<file path="config.mk">
export PLATFORM = sky130hd
export DESIGN_NAME = uart_tx_word
export DESIGN_NICKNAME = d
export VERILOG_FILES = /design/src/rtl/uart_pkg.sv /design/src/rtl/uart_baud_gen.sv /design/src/rtl/uart_tx_word.sv
export SDC_FILE = /design/constraint.sdc
export NUM_CORES = 1
export LEC_CHECK = 0
export ABC_AREA = 1
export BUFFER_PORTS_ARGS = -buffer_cell sky130_fd_sc_hd__buf_2
export CORE_MARGIN = 8
export CORE_UTILIZATION = 45
export DETAILED_ROUTE_END_ITERATION = 16
export PLACE_DENSITY_LB_ADDON = 0.3
export SLEW_MARGIN = 25
export SYNTH_ARGS = -nofsm -noshare
export SYNTH_HDL_FRONTEND = slang
export SYNTH_SLANG_ARGS = --single-unit
</file>
<file path="constraint.sdc">
create_clock -name iCLK -period 5.46 [get_ports iCLK]
set_input_delay 1.092 -clock iCLK [delete_from_list [all_inputs] [get_ports iCLK]]
set_output_delay 1.092 -clock iCLK [all_outputs]
set_load 0.005 [all_outputs]
</file>
<file path="src/rtl/uart_pkg.sv">
// rtl/uart_pkg.sv - shared UART state encoding and line-level constants
package uart_pkg;

  typedef enum logic [1:0] {
    IDLE  = 2'd0,
    START = 2'd1,
    DATA  = 2'd2,
    STOP  = 2'd3
  } uart_state_e;

  localparam int   UART_DATA_BITS  = 8;
  localparam logic UART_START_BIT  = 1'b0;
  localparam logic UART_STOP_BIT   = 1'b1;
  localparam logic UART_IDLE_LEVEL = 1'b1;

endpackage

</file>
<file path="src/rtl/uart_baud_gen.sv">
// rtl/uart_baud_gen.sv - bit-period counter, ticks on the last cycle of each bit
module uart_baud_gen #(
  parameter int COUNT = 86
) (
  input  logic clk,
  input  logic rst_n,
  input  logic restart,
  output logic tick
);

  localparam int W = (COUNT > 1) ? $clog2(COUNT) : 1;
  localparam logic [W-1:0] LAST = W'(COUNT - 1);

  logic [W-1:0] count;

  assign tick = (count == LAST);

  // Wrapping on tick keeps every bit exactly COUNT cycles without a restart pulse.
  always_ff @(posedge clk or negedge rst_n) begin
    if (!rst_n) begin
      count <= '0;
    end else if (restart || tick) begin
      count <= '0;
    end else begin
      count <= count + W'(1);
    end
  end

endmodule

</file>
<file path="src/rtl/uart_tx_word.sv">
// rtl/uart_tx_word.sv - 8N1 transmitter for 32-bit words (MSB byte first) or single bytes
module uart_tx_word
  import uart_pkg::*;
#(
  parameter int CLOCK_PERIOD      = 10_000_000,
  parameter int BAUD_RATE         = 115_200,
  parameter int BAUD_PERIOD_COUNT = CLOCK_PERIOD / BAUD_RATE
) (
  input  logic        iCLK,
  input  logic        iRESETn,
  input  logic        iWORD_EN,
  input  logic [31:0] iWORD,
  input  logic        iBYTE_EN,
  input  logic [7:0]  iBYTE,
  output logic        oUART_TX,
  output logic        oBUSY,
  output logic        oOVERRUN,
  output logic        oDONE
);

  uart_state_e state, state_n;
  logic [2:0]  idx, idx_n;
  logic [2:0]  bytes, bytes_n;
  logic [31:0] shreg, shreg_n;
  logic [7:0]  cur_n;
  logic        tx_q, tx_n;
  logic        done_q, done_n;
  logic        ovr_q, ovr_n;
  logic        tick;

  // Counter is held at zero while idle so the start bit gets a full period.
  uart_baud_gen #(.COUNT(BAUD_PERIOD_COUNT)) u_baud (
    .clk     (iCLK),
    .rst_n   (iRESETn),
    .restart (state == IDLE),
    .tick    (tick)
  );

  always_comb begin
    state_n = state;
    idx_n   = idx;
    bytes_n = bytes;
    shreg_n = shreg;
    done_n  = 1'b0;
    ovr_n   = (state != IDLE) ? (iWORD_EN | iBYTE_EN) : (iWORD_EN & iBYTE_EN);
    case (state)
      IDLE: begin
        if (iWORD_EN) begin
          shreg_n = iWORD;
          bytes_n = 3'd4;
          state_n = START;
        end else if (iBYTE_EN) begin
          shreg_n = {iBYTE, 24'h0};
          bytes_n = 3'd1;
          state_n = START;
        end
      end
      START: begin
        if (tick) begin
          state_n = DATA;
          idx_n   = 3'd0;
        end
      end
      DATA: begin
        if (tick) begin
          if (idx == 3'(UART_DATA_BITS - 1)) state_n = STOP;
          else idx_n = idx + 3'd1;
        end
      end
      STOP: begin
        if (tick) begin
          bytes_n = bytes - 3'd1;
          if (bytes == 3'd1) begin
            state_n = IDLE;
            done_n  = 1'b1;
          end else begin
            state_n = START;
            shreg_n = {shreg[23:0], 8'h00};
          end
        end
      end
      default: state_n = IDLE;
    endcase

    // Line level is derived from the next state so the output register lines up with it.
    cur_n = shreg_n[31:24];
    case (state_n)
      START:   tx_n = UART_START_BIT;
      DATA:    tx_n = cur_n[idx_n];
      STOP:    tx_n = UART_STOP_BIT;
      default: tx_n = UART_IDLE_LEVEL;
    endcase
  end

  always_ff @(posedge iCLK or negedge iRESETn) begin
    if (!iRESETn) begin
      state  <= IDLE;
      idx    <= '0;
      bytes  <= '0;
      shreg  <= '0;
      tx_q   <= UART_IDLE_LEVEL;
      done_q <= 1'b0;
      ovr_q  <= 1'b0;
    end else begin
      state  <= state_n;
      idx    <= idx_n;
      bytes  <= bytes_n;
      shreg  <= shreg_n;
      tx_q   <= tx_n;
      done_q <= done_n;
      ovr_q  <= ovr_n;
    end
  end

  assign oUART_TX = tx_q;
  assign oBUSY    = (state != IDLE);
  assign oDONE    = done_q;
  assign oOVERRUN = ovr_q;

endmodule

</file>
# Yosys cells after proc, flatten, opt, wreduce, memory -nomap -nowiden

Cells that the tools add are included.

Logic and storage cells: 61
Input bits: 44
Output and inout bits: 4
Register bits: 50

Mux-type cells: 29
Reductions and logical operators: 6
Bitwise operators: 2
$lt $le $gt $ge: 1
Add/sub/neg operators: 3
Eq/ne operators: 11

Operators by type and width:

| kind                  | number |
|---|---|
| $mux W32              | 4 |
| $pmux W32 S2          | 1 |
| $mux W3               | 6 |
| $mux W2               | 6 |
| $pmux W3 S2           | 2 |
| $pmux W2 S4           | 1 |
| $add A7 B1 Y7 const B | 1 |
| $eq A7 B7 Y1 const B  | 1 |
| $mux W7               | 1 |
| $eq A2 B2 Y1 const B  | 3 |
| $mux W1               | 6 |
| $eq A2 B1 Y1 const B  | 2 |
| $lt A3 B4 Y1 const B  | 1 |
| $reduce_and A4 Y1     | 1 |
| $reduce_bool A2 Y1    | 2 |
| $add A3 B1 Y3 const B | 1 |
| $bmux W1 S3           | 1 |
| $eq A3 B1 Y1 const B  | 1 |
| $eq A3 B3 Y1 const B  | 1 |
| $ne A3 B3 Y1 const B  | 1 |
| $reduce_and A3 Y1     | 1 |
| $sub A3 B1 Y3 const B | 1 |
| $logic_not A2 Y1      | 1 |
| $ne A2 B1 Y1 const B  | 1 |
| other kinds (5)       | 5 |

# Logic depth before layout (Yosys ltp)

Gate-level depths: netlist (run 1).

Depth after elaboration: 7
Gate-level depth with buffers: 19

# By module

Synthesis (run 1) repeated with hierarchy kept, for this count alone.

Cells, all modules: 399
Area total of the unflattened synthesis: 3000.4 um2

By module, submodules not included:

| module        | area each (um2) | cells an instance | sequential area each (um2) | instances |
|---|---|---|---|---|
| uart_tx_word  | 2602.5          | 355               | 1077.3                     | 1 |
| uart_baud_gen | 397.9           | 44                | 175.2                      | 1 |

# Worst setup path after synthesis (run 1)

No wires, ideal clock.

Path type: input -> register
From: in iWORD_EN
To: reg shreg[1]
Cell stages on the path: 8
Buffers on the path: 1
Data arrival time: 2.080 ns
Setup slack: 3.254 ns
Path through: nor3_1 > nor2_1 > and2_4 > o21ai_4 > inv_2 > buf_2 > nand3_1 > o21ai_0

Longest elaborated chain between the ends: 2

RTL lines:

| item                                                               | RTL line            | text |
|---|---|---|
| start, declared                                                    | uart_tx_word.sv:11  | `input logic iWORD_EN,` |
| $ne A3 B3 Y1 (no line) / $mux W32 (equally long branches)          | -                   |  |
| $reduce_and A4 Y1 (no line) / $pmux W32 S2 (equally long branches) | -                   |  |
| end signal, assigned                                               | uart_tx_word.sv:108 | `shreg <= shreg_n;` |
| end, declared                                                      | uart_tx_word.sv:24  | `logic [31:0] shreg, shreg_n;` |

Several ways; a longest one is shown, not always the timed one.
A chain may end at the register's enable or synchronous reset.

# Worst setup path after layout (run 1)

From: reg state[0]
To: out oBUSY

Longest elaborated chain between the ends: 1

RTL lines:

| item                   | RTL line            | text |
|---|---|---|
| start, declared        | uart_tx_word.sv:21  | `uart_state_e state, state_n;` |
| start signal, assigned | uart_tx_word.sv:105 | `state <= state_n;` |
| $reduce_bool A2 Y1     | uart_tx_word.sv:116 | `assign oBUSY = (state != IDLE);` |
| end, declared          | uart_tx_word.sv:16  | `output logic oBUSY,` |

No other way between the ends.

==> results of run 1 <==
==> per-stage QoR <==
step,setup slack (ns),cells,hold slack [ns]
2_1_floorplan,3.25,414,0.452
3_3_place_gp,2.68,527,0.469
3_5_place_dp,2.60,527,0.500
4_1_cts,2.77,535,0.517
5_1_grt,2.56,535,0.539
6_report,2.78,535,0.512
==> path summary, 6_finish.rpt <==
check / startpoint / end
min: u_baud.count[0] / u_baud.count[0]
max: state[0] / oBUSY
max reg2reg: state[0] / shreg[9]
max in group asynchronous: iRESETn / shreg[3]
min reg2reg: u_baud.count[0] / u_baud.count[0]
min in group asynchronous: iRESETn / shreg[24]
==> flip-flops by register name (all words and copies together), names as in the netlist <==
signal / count
shreg: 32
u_baud.count: 7
bytes: 3
idx: 3
state: 2
oDONE: 1
oOVERRUN: 1
oUART_TX: 1
==> synthesized netlist by cell type, types with 3 or more instances <==
library cell  instances  area, um^2
o221ai_1              6        52.6
a21oi_1              12        60.1
o21ai_0              15        75.1
buf_2                 8        40.0
nor3_1                4        20.0
ha_1                  9         113
o211ai_1              4        30.0
nand2_1             129         484
nor2_1               26        97.6
nand3_1              48         240
or2_2                 6        37.5
dfrtp_1              49        1230
buf_1                 3        11.3
o21ai_1               3        15.0
inv_1                55         206
o211ai_2              8         100
inv_2                 4        15.0
==> logic make-up after synthesis <==
group / share of synthesized area [%]
flip-flops: 40.8
AO/OA/AOI/OAI: 13.4
XOR/XNOR: 0.285
AND/OR/NAND/NOR: 31.8
adder cells (fa/ha/maj): 3.67
buffers and inverters: 9.99
==> final cells by class <==
class | count | area share [%]
Clock buffer | 6 | 2.41
Sequential cell | 50 | 36.5
Multi-Input combinational cell | 288 | 44.0
Timing Repair Buffer | 48 | 7.07
Inverter | 61 | 6.67
Clock inverter | 2 | 0.474
Tap cell | 80 | 2.92
==> routing by layer <==
layer	wire, um	vias up
met5	0	-
met4	65	0
met3	303	6
met2	3340	61
met1	3630	1278
li1	-	1406
==> power breakdown <==
| group | total, W | internal (W) | switching [W] |
|---|---|---|---|
| Clock | 0.000238 | 0.000105 | 0.000134 |
| Sequential | 0.000370 | 0.000370 | 0.0000000740 |
| Combinational | 0.0000341 | 0.0000150 | 0.0000191 |
| Total | 0.000643 | 0.000490 | 0.000153 |
==> critical path, delay by kind of cell (launching register included) <==
kind,cells,cell delay (ns)
fa+ha+maj,1,0.27
buf+inv,3,0.60
flops,1,0.42
==> run metrics, run 1 <==
fillers 661; crit path time final 2.68 ns; Setup crit start kind register; final setup fails 0; FF+latch count, synth 50; final net count 507; commonest non-fill, non-tap cells in the layout nand2_1, inv_1, dfrtp_1, nand3_1, buf_2; first-pass GRT wire length 12500 um; routed vias/inst 5.14; CP most frequent cell inv_1; Die ar. 9720 um^2; Final Hold Fails 0; Post-Syn Area per Cell 7.41 um^2; Finished Core Util 51.4%; met1 usage 20.3%; vias in the first global route 2657; grt total ovfl 0; critical-path cell list inv_1 > ha_1 > inv_1 > buf_2; Rel. slew slack 49.0%; DRC 0; Slowest-stage cell, CP dfrtp_1; max-cap violations 0; CP required 4.37 ns; Initial Util 45.9%; Post-synth EDFFs 0; Achievable Freq 0.374 GHz; share of post-route cells with drive strength above 1 18.9%; sink count of the clock tree 50; Setup TNS 0 ns; Area after DPL 3330 um^2; critical path type register to output pin; R2R cell count 10; Worst Hold Depth 1; GRT Util Overall 15.5%; RSZ-0062 raised after global routing false; status finished clean; asr flop ratio synth 100%; DR iter-0 viols 145; fin crit share 49.0%; HPWL Detailed 5460 um; CP endpoint kind output pin; H-tree depth 2; Synth Flop Type dfrtp_1; io pins 48; design area 3430 um^2; FP Rows 30; pin slew with the least headroom to its limit 0.765 ns; Max stage delay on crit path 0.42 ns; via count 2751; commonest non-fill, non-tap cell in the layout nand2_1; Die Y 98.6 um; min-delay worst type register to register; leakage power 1.97 nW; CTS tree built; Post-Syn Instances 414; global route hottest layer met2; Syn Nets 467; Detail Route Antenna Nets 0; initial antenna violation count 0; mapped cell area 3070 um^2; # Post-CTS Setup Buffers 0; post-CTS sizing 0; chip width 98.6 um; clock skew 0.00562 ns; area delta synth->final 11.9%; area of the multi-input gates 1510 um^2; Syn. warnings 0; R2R setup slack 2.85 ns; Antenna diodes 0; Total Power 0.000643 W; root buf cell clkbuf_8; final WL 7340 um; Cell variety after synth 37; Critical Path Fanout Max 12; Max clock buf depth 2; clk slew on worst S/H paths 0.09 ns; grt met2 use 25.5%; Sequential cell area 1250 um^2; Num CTS Buffers 5; # port buffers 47; Avg WL per Cell 13.7 um; Post-CTS Hold Fix Bufs 0; Seq/Total Area, Yosys 40.8%; later-pin clock latency in the skew report 0.31 ns; GR Util met3 3.31%; drt first pass iters 4; crit path DAT 1.58 ns; final max-slew violation count 0; largest net degree at the start of global routing 51; core area 6680 um^2; PwrDens 187 nW/um^2; peak supply drop 0.124 mV; routability congestion estimate 0.841
No activity file was read; power rests on OpenSTA's default activity.
==> run 2, diff against run 1 <==
==> constraint.sdc (replaced) <==
create_clock -name iCLK -period 2.28 [get_ports iCLK]
set_input_delay 0.456 -clock iCLK [delete_from_list [all_inputs] [get_ports iCLK]]
set_output_delay 0.456 -clock iCLK [all_outputs]
set_load 0.005 [all_outputs]
==> run 2 against run 1 <==
  * Non-clock buffer count up 11
  * Critical path type is now register to register
  * Cell area grew 3.3%
  * Critical path depth rose by 7
  * Clock skew grew 0.0040 ns
  * Sequential share of layout area decreased by 1.2 points
  * Sequential power up 140%
  * Sequential cell count unchanged
  * Final cell count is 1.9% higher
==> run metrics, run 2 (same netlist as run 1, synthesis figures left out) <==
crit path time final 2.14 ns; Setup crit start kind register; drt first pass iters 4 (unchanged); leakage power 2.03 nW (+3.3%); Setup TNS 0 ns (unchanged); Final Hold Fails 0 (unchanged); min-delay worst type input port to register; R2R Path Start state[0]; critical path buffer and inverter count 3 (unchanged); area delta synth->final 15.6%; Die ar. 9720 um^2 (unchanged); fillers 643 (-2.7%); via count 2753 (+0.073%); peak supply drop 0.400 mV (+220%); Slowest-stage cell, CP dfrtp_1; Detail Route Antenna Nets 0 (unchanged); Achievable Freq 0.468 GHz; largest register by flop count shreg; # port buffers 47 (unchanged); PwrDens 454 nW/um^2 (+140%); HP Start iWORD[3]; R2R setup slack 0.14 ns (-2.71 ns); Initial Util 45.9% (unchanged); io pins 48 (unchanged); Critical Path Fanout Max 15 (+3); Rel. slew slack 55.7% (+6.7 points); largest net degree at the start of global routing 31 (-39%); Cells after DPL 536 (+1.7%); RSZ-0062 raised after global routing false; first-pass GRT wire length 12300 um (-1.8%); routed vias/inst 5.05 (-1.8%); worst setup path end shreg[13]; Largest delay share family, worst path simple AND/OR/NAND/NOR gates; R2R Path End shreg[13]; critical-path cell list inv_1 > ha_1 > inv_1 > nor3_2 > nor2_1 > and2_4 > o21ai_4 > nor2_8 > nand4_4 > buf_12 > o221ai_1; area of the multi-input gates 1520 um^2 (+0.50%); grt total ovfl 0 (unchanged); CTS tree built; vias in the first global route 2688 (+1.2%); final WL 7260 um (-1.1%); CP endpoint kind register; fin crit share 93.8%; FP Rows 30 (unchanged); status finished clean; DR iter-0 viols 145 (unchanged); biggest regs shreg: 32 flops, u_baud.count: 7 flops; Die Y 98.6 um (unchanged); Worst path depth 11 (+7); CP startpoint state[0]; final max-slew violation count 0 (unchanged); Max clock buf depth 2 (unchanged); final cell count without fillers 545 (+1.9%); Total Power 0.00161 W (+150%); CP required 2.50 ns (-1.87 ns); root buf cell clkbuf_8; crit path DAT 2.36 ns (+0.78 ns); max-cap violations 0 (unchanged); share of post-route cells with drive strength above 1 20.9% (+2.0 points); Worst Hold Depth 3 (+2); Antenna diodes 0 (unchanged); initial antenna violation count 0 (unchanged); routability congestion estimate 0.852 (+1.4%); final setup fails 0 (unchanged); chip width 98.6 um (unchanged); H-tree depth 2 (unchanged); sink count of the clock tree 50 (unchanged); HPWL Detailed 5610 um (+2.7%); commonest non-fill, non-tap cell in the layout nand2_1; Max stage delay on crit path 0.42 ns (about the same); GRT Util Overall 15.3% (-0.21 points); Avg WL per Cell 13.3 um (-2.9%); Sequential cell area 1250 um^2 (unchanged); critical path type register to register; pin slew with the least headroom to its limit 0.664 ns (-0.101 ns); R2R cell count 11 (+1); final net count 518 (+2.2%); min setup slack post-route 0.142 ns (-2.64 ns); clock skew 0.00958 ns (+0.00396 ns); CP most frequent cell inv_1; DRC 0 (unchanged); dpl ws 0.0789 ns (-2.52 ns); Num CTS Buffers 5 (unchanged); core area 6680 um^2 (unchanged); clk slew on worst S/H paths 0.10 ns (about the same); later-pin clock latency in the skew report 0.31 ns (about the same); commonest non-fill, non-tap cells in the layout nand2_1, inv_1, dfrtp_1, nand3_1, buf_2; Area after DPL 3400 um^2 (+2.0%); Largest register FFs 32 (unchanged); design area 3550 um^2 (+3.3%)
-- run 2: cell count changes in the layout (fill, tap and decap cells not counted), sizes merged --
| cell | delta |
|---|---|
| buf | +10 |
| bufinv | +1 |
| clkbuf | -1 |
| clkinv | +1 |
| clkinvlp | -1 |
| dlygate4sd3 | +1 |
| inv | -1 |
-- run 2: tightest hold or removal path, delay by kind of cell --
kind | cells | cell delay (ns)
buffers and inverters | 1 | 0.07
and+or+nand+nor | 1 | 0.06
AOI/OAI and AO/OA | 1 | 0.06
-- run 2: worst min path at each step --
stage / slack (ns) / end
after detailed placement: 0.28 / u_baud.count[3]
after global placement: 0.29 / u_baud.count[3]
after CTS: 0.38 / shreg[3]
after global routing: 0.39 / shreg[10]
after floorplan: 0.16 / bytes[0]
final: 0.39 / shreg[3]
-- run 2: final cells by class --
type	count	area share, %
clock inverter	2	1.09
tap	80	2.82
multi-input combinational	288	42.8
inverter	61	6.46
sequential	50	35.3
clock buffer	5	1.94
timing repair buffer	59	9.59
-- run 2: repair_timing --
item / 4_1_cts / 5_1_grt
hold buffers: 1 / 0
gates resized for setup: 0 / 2
endpoints found under the hold margin: 4 / 0
setup buffers: 0 / 1
endpoints found under the setup margin: 0 / 18
-- run 2: where the power goes --
group | leakage (nW) | total [W] | switching (W) | internal (W)
combinational | 1.40 | 0.0000862 | 0.0000469 | 0.0000392
clock | 0.0542 | 0.000637 | 0.000313 | 0.000323
sequential | 0.577 | 0.000887 | 0.000000136 | 0.000887
total | 2.03 | 0.00161 | 0.000360 | 0.00125
-- run 2: metal layers --
metal	up-vias	part of all wire, %	global-route usage, %
li1	1436	-	-
met1	1238	49	19.7
met2	77	45	25.0
met3	2	6.2	4.02
met4	0	0.18	3.07
met5	-	0	0
-- run 2: stage by stage --
| step | utilization [%] | hold slack, ns |
|---|---|---|
| floorplan | - | 0.160 |
| global placement | 50.9 | 0.285 |
| detailed placement | 50.9 | 0.283 |
| CTS | 52.7 | 0.380 |
| global route | 53.1 | 0.390 |
| finish | 53.1 | 0.386 |
